`config.mk`:
```
export PLATFORM = sky130hd
export DESIGN_NAME = reg_file_flat
export DESIGN_NICKNAME = d
export VERILOG_FILES = /design/src/rtl/reg_file_if.sv /design/src/rtl/reg_file.sv /design/src/flat_wrapper.sv
export SDC_FILE = /design/constraint.sdc
export NUM_CORES = 2
export LEC_CHECK = 0
export CORE_ASPECT_RATIO = 2
export CORE_UTILIZATION = 50
export CTS_CLUSTER_DIAMETER = 120
export DETAILED_ROUTE_END_ITERATION = 8
export PLACE_DENSITY = 0.67
export SETUP_SLACK_MARGIN = 0.1
export SLEW_MARGIN = 30
export SYNTH_ARGS = -nofsm -noshare
export SYNTH_HDL_FRONTEND = slang
export SYNTH_SLANG_ARGS = --single-unit
```
`constraint.sdc`:
```
create_clock -name clk -period 2.9 [get_ports clk]
set_input_delay 0.58 -clock clk [delete_from_list [all_inputs] [get_ports clk]]
set_output_delay 0.58 -clock clk [all_outputs]
set_load 0.01 [all_outputs]
```
`src/rtl/reg_file_if.sv`:
```
// Register file access bundle: two read ports, one write port, a0 view.
// Master drives indices and write data; slave returns read data.
interface reg_file_if #(
  parameter int DATA_WIDTH = 32,
  parameter int ADDR_WIDTH = 5
);
  logic [ADDR_WIDTH-1:0] rs1_addr;
  logic [ADDR_WIDTH-1:0] rs2_addr;
  logic [ADDR_WIDTH-1:0] rd_addr;
  logic [DATA_WIDTH-1:0] rd_data;
  logic                  we;
  logic [DATA_WIDTH-1:0] rs1_data;
  logic [DATA_WIDTH-1:0] rs2_data;
  logic [DATA_WIDTH-1:0] a0;

  modport master (
    output rs1_addr, rs2_addr, rd_addr, rd_data, we,
    input  rs1_data, rs2_data, a0
  );

  modport slave (
    input  rs1_addr, rs2_addr, rd_addr, rd_data, we,
    output rs1_data, rs2_data, a0
  );
endinterface

```
`src/rtl/reg_file.sv`:
```
// RISC-V integer register file: 2 comb read ports, 1 write port, x0 tied 0.
// Optional write-through bypass on read ports: define REG_FILE_BYPASS_EN.
module reg_file #(
  parameter int DATA_WIDTH = 32,
  parameter int ADDR_WIDTH = 5
) (
  input logic       clk,
  input logic       rst,
  reg_file_if.slave bus
);
  localparam int NREG   = 2 ** ADDR_WIDTH;
  localparam int A0_IDX = 10;

  logic [DATA_WIDTH-1:0] regs [0:NREG-1];
  logic                  wr_en;

  assign wr_en = bus.we && (bus.rd_addr != '0);

  // Storage update: reset clears all, otherwise write non-zero index.
  always_ff @(posedge clk) begin
    if (rst) begin
      for (int i = 0; i < NREG; i++)
        regs[i] <= '0;
    end else if (wr_en) begin
      regs[bus.rd_addr] <= bus.rd_data;
    end
  end

`ifdef REG_FILE_BYPASS_EN
  logic hit1;
  logic hit2;

  assign hit1 = wr_en && (bus.rs1_addr == bus.rd_addr);
  assign hit2 = wr_en && (bus.rs2_addr == bus.rd_addr);

  // Port 1 read: reset wins, then write-through, then stored value.
  always_comb begin
    bus.rs1_data = '0;
    if (rst || bus.rs1_addr == '0)
      bus.rs1_data = '0;
    else if (hit1)
      bus.rs1_data = bus.rd_data;
    else
      bus.rs1_data = regs[bus.rs1_addr];
  end

  // Port 2 read: reset wins, then write-through, then stored value.
  always_comb begin
    bus.rs2_data = '0;
    if (rst || bus.rs2_addr == '0)
      bus.rs2_data = '0;
    else if (hit2)
      bus.rs2_data = bus.rd_data;
    else
      bus.rs2_data = regs[bus.rs2_addr];
  end
`else
  // Port 1 read: stored value, x0 forced to zero.
  always_comb begin
    bus.rs1_data = '0;
    if (bus.rs1_addr != '0)
      bus.rs1_data = regs[bus.rs1_addr];
  end

  // Port 2 read: stored value, x0 forced to zero.
  always_comb begin
    bus.rs2_data = '0;
    if (bus.rs2_addr != '0)
      bus.rs2_data = regs[bus.rs2_addr];
  end
`endif

  // a0 is the raw stored x10, never bypassed.
  assign bus.a0 = regs[A0_IDX];

endmodule

```
`src/flat_wrapper.sv`:
```
// flat-port wrapper written by rule: the top's interface ports become plain ports
module reg_file_flat 
#(
  parameter int DATA_WIDTH = 32,
  parameter int ADDR_WIDTH = 5
)
  (clk, rst, bus_rs1_addr, bus_rs2_addr, bus_rd_addr, bus_rd_data, bus_we, bus_rs1_data, bus_rs2_data, bus_a0);
  reg_file_if #(.DATA_WIDTH(DATA_WIDTH), .ADDR_WIDTH(ADDR_WIDTH)) bus_i ();
  input logic clk;
  input logic rst;
  input wire logic [$bits(bus_i.rs1_addr)-1:0] bus_rs1_addr;
  input wire logic [$bits(bus_i.rs2_addr)-1:0] bus_rs2_addr;
  input wire logic [$bits(bus_i.rd_addr)-1:0] bus_rd_addr;
  input wire logic [$bits(bus_i.rd_data)-1:0] bus_rd_data;
  input wire logic [$bits(bus_i.we)-1:0] bus_we;
  output wire logic [$bits(bus_i.rs1_data)-1:0] bus_rs1_data;
  output wire logic [$bits(bus_i.rs2_data)-1:0] bus_rs2_data;
  output wire logic [$bits(bus_i.a0)-1:0] bus_a0;
  assign bus_i.rs1_addr = bus_rs1_addr;
  assign bus_i.rs2_addr = bus_rs2_addr;
  assign bus_i.rd_addr = bus_rd_addr;
  assign bus_i.rd_data = bus_rd_data;
  assign bus_i.we = bus_we;
  assign bus_rs1_data = bus_i.rs1_data;
  assign bus_rs2_data = bus_i.rs2_data;
  assign bus_a0 = bus_i.a0;
  reg_file #(.DATA_WIDTH(DATA_WIDTH), .ADDR_WIDTH(ADDR_WIDTH)) u_core (.clk(clk), .rst(rst), .bus(bus_i));
endmodule
```
==> summary.md <==
| Metric | Value |
|---|---|
| Routability Congestion | `0.9380` |
| Vias in the first global route | `a little under 40k` |
| Layout cells sized above 1 | `around 35%` |
| Initial antenna violation count | `3` |
| Minimum clock period | `approximately 3.2 ns` |
| Final Hold Fails | `0` |
| Register area share after synthesis | `between 50 and 60%` |
| Crit path kind | `reg -> out` |
| Syn Inst Count | `3790` |
| CP Launch Type | `register` |
| Hold_ws | `a little over 0.5 ns` |
| Largest net degree at the start of global routing | `47` |
| Actual slew at the worst max-slew pin | `0.8864 ns` |
| Detailed-route via count | `between 30k and 40k` |
| DR DRC count | `0` |
| Final worst slack | `-0.3261 ns` |
| Final std cells w/o fill | `5747` |
| CTS Hold Buffers Added | `0` |
| Number of synthesized flops with an enable pin | `between 1k and 1.5k` |
| GRT Util Overall | `between 30% and 40%` |
| P per Cell Area | `527.3 mW/mm^2` |
| Max-Cap Viols | `0` |
| H-tree depth | `3` |
| Critical Path Fanout Max | `2` |
| Post-layout power | `approximately 0.036 W` |
| Num Clock Sinks | `around 1.0k` |
| Flops & latches, synth | `1024` |
| Slew HR | `about two fifths` |
| First-pass GRT wire length | `around 260 mm` |
| Top reg by flops | `u_core.regs` |
| Hold Path Class | `in -> reg` |
| Hold path depth | `2` |
| CTS tree | `done` |
| Antenna-violating nets left | `0` |
| Commonest cells after routing, fill and taps aside | `edfxtp_1, and2_1, buf_4` |
| Failing checks | `setup timing` |
| Count of final setup violators | `64` |
| Synthesized area per cell | `approximately 15 sq um` |
| Top FF cell, synth | `edfxtp_1` |
| Iter 0 DRT Violations | `~4.1k` |
| Synthesized cell area | `about 0.055 sq mm` |
| Vias per cell | `around 6.6` |
| Fin nets | `approximately 4.3k` |
| YS warnings | `0` |
| DP Wirelength | `123.4 mm` |
| Max reg flops | `a little over 1k` |
| Crit path required time | `~2.3 ns` |
| Synth unique cells | `40` |
| Clock Tree Buf Depth | `3` |
| Final Routed Wirelength | `between 150 and 200 mm` |
| Top Registers | `u_core.regs x1024` |
| Core Region | `around 0.11 sq mm` |
| Pleak | `about 25 nW` |
| Filler Cell Count | `between 7k and 8k` |
| Grt ovf | `0` |
| Status | `complete, but fails checks` |
| Width of the die | `236.6 um` |
| RSZ-0062 raised after global routing | `true` |
| PortBufs | `between 100 and 150` |
| Root Driver | `clkbuf_16` |
| Commonest non-fill, non-tap cell in the layout | `edfxtp_1` |
| Wire length per cell | `between 30 and 40 um` |
| Peak Freq | `just over 300 MHz` |
| Router iterations before antenna repair | `8` |
| Peak VDD IR | `approximately 0.00060 V` |
| IO Pins | `~150` |
| Clk pin slew, worst setup/hold paths | `around 0.070 ns` |
| Dpl cells | `5441` |
| Layout Area Growth over Synthesis | `23.42%` |
| Die footprint | `around 0.11 sq mm` |
| Crit path capture type | `primary output` |
| Num CTS Buffers | `87` |
| Async S/R FF share, synth | `0%` |
| Crit share post-route | `111.2%` |
| Cell Rows | `~170` |
| Max Slew Vio Count | `0` |
| Worst Path Arrival | `roughly 2.7 ns` |
| Final Util | `62.36%` |
| Die Ht | `between 400 and 500 um` |
| Initial cell density of the core | `50.52%` |
-- layer usage --
| metal | vias up | track usage, % | share of wire (%) |
|---|---|---|---|
| li1 | 15490 | - | - |
| met1 | 19300 | 39.24 | 35 |
| met2 | 2302 | 57.58 | 51 |
| met3 | 566 | 5.910 | 9.0 |
| met4 | 4 | 17.96 | 5.3 |
| met5 | - | 0 | 0.018 |
-- power breakdown --
part / total (W) / switching (W) / leakage (nW) / internal (W)
Combinational: 0.00574 / 0.00298 / 13.8 / 0.00276
Sequential: 0.0176 / 0.000467 / 9.75 / 0.0171
Clock: 0.0125 / 0.00555 / 1.44 / 0.00696
-- worst max-delay path, cell delays in order, from the launching register on --
cell and delay [ns]:
edfxtp_1 0.39, mux4_2 0.48, mux2_4 0.29, a221oi_2 0.25, buf_4 0.20, a211oi_2 0.04
buf_4 0.16, buf_6 0.12
-- cells by family (layout without fill, tap and decap cells) --
| logic type | after synthesis | after routing | synth area share, % |
|---|---|---|---|
| other cells | 1 | 35 | 0.006816 |
| compound gates | 369 | 369 | 5.042 |
| mux | 736 | 736 | 22.01 |
| simple gates | 1246 | 1246 | 13.61 |
| flops | 1024 | 1024 | 55.89 |
| buf+inv | 414 | 953 | 3.443 |
-- metrics by stage --
step                setup slack [ns]  setup TNS [ns]  instance area, sq um
global placement              -1.022          -40.87                 61840
detailed placement            -1.040          -41.73                 61840
finish                       -0.3261          -10.30                 67910
floorplan                     0.2671               0                 55140
global route                 -0.3716          -13.28                 67900
CTS                          -0.3505          -12.15                 66920
-- layout make-up --
type | count | area (sq um) | share of cell area, %
timing repair buffer | 796 | 8317 | 12.25
clock inverter | 48 | 594.3 | 0.8752
sequential | 1024 | 30750 | 45.28
multi-input combinational | 2383 | 24140 | 35.55
clock buffer | 107 | 2359 | 3.473
tap | 1384 | 1732 | 2.550
antenna | 3 | 7.507 | 0.01105
inverter | 2 | 8.758 | 0.01290
-- Yosys cell counts (4+ instances only) --
library cell / instances / area [sq um]
a221oi_1: 48 / 420.4
and2_1: 994 / 6218
o21ai_1: 4 / 20.02
buf_6: 10 / 112.6
buf_2: 53 / 265.3
nand4_1: 32 / 200.2
a22oi_1: 64 / 480.5
o2111ai_1: 15 / 131.4
nor2b_1: 37 / 231.5
mux2_2: 64 / 720.7
nand2_1: 96 / 360.4
o221ai_1: 64 / 560.5
edfxtp_1: 1024 / 30750
clkbuf_1: 295 / 1107
or2_2: 32 / 200.2
nor2_1: 37 / 138.9
a21oi_1: 32 / 160.2
buf_4: 50 / 375.4
mux4_1: 69 / 1813
a311oi_1: 32 / 280.3
mux4_2: 283 / 6374
nand3b_1: 4 / 30.03
mux2i_1: 320 / 3203
a211oi_1: 64 / 480.5
o21ai_0: 45 / 225.2
-- path summary, 6_finish.rpt --
kind               start            endpoint  slack, ns
max   u_core.regs[31][3]     bus_rs2_data[3]      -0.33
min       bus_rd_data[7]  u_core.regs[12][7]       0.52
-- timing repair --
action                     CTS  global route
resized for setup          642           110
setup endpoints to repair   64            64
cloned                       8             4
setup buffers               95            45
pin swaps                   62            73
Power figures use the tool's default switching activity.
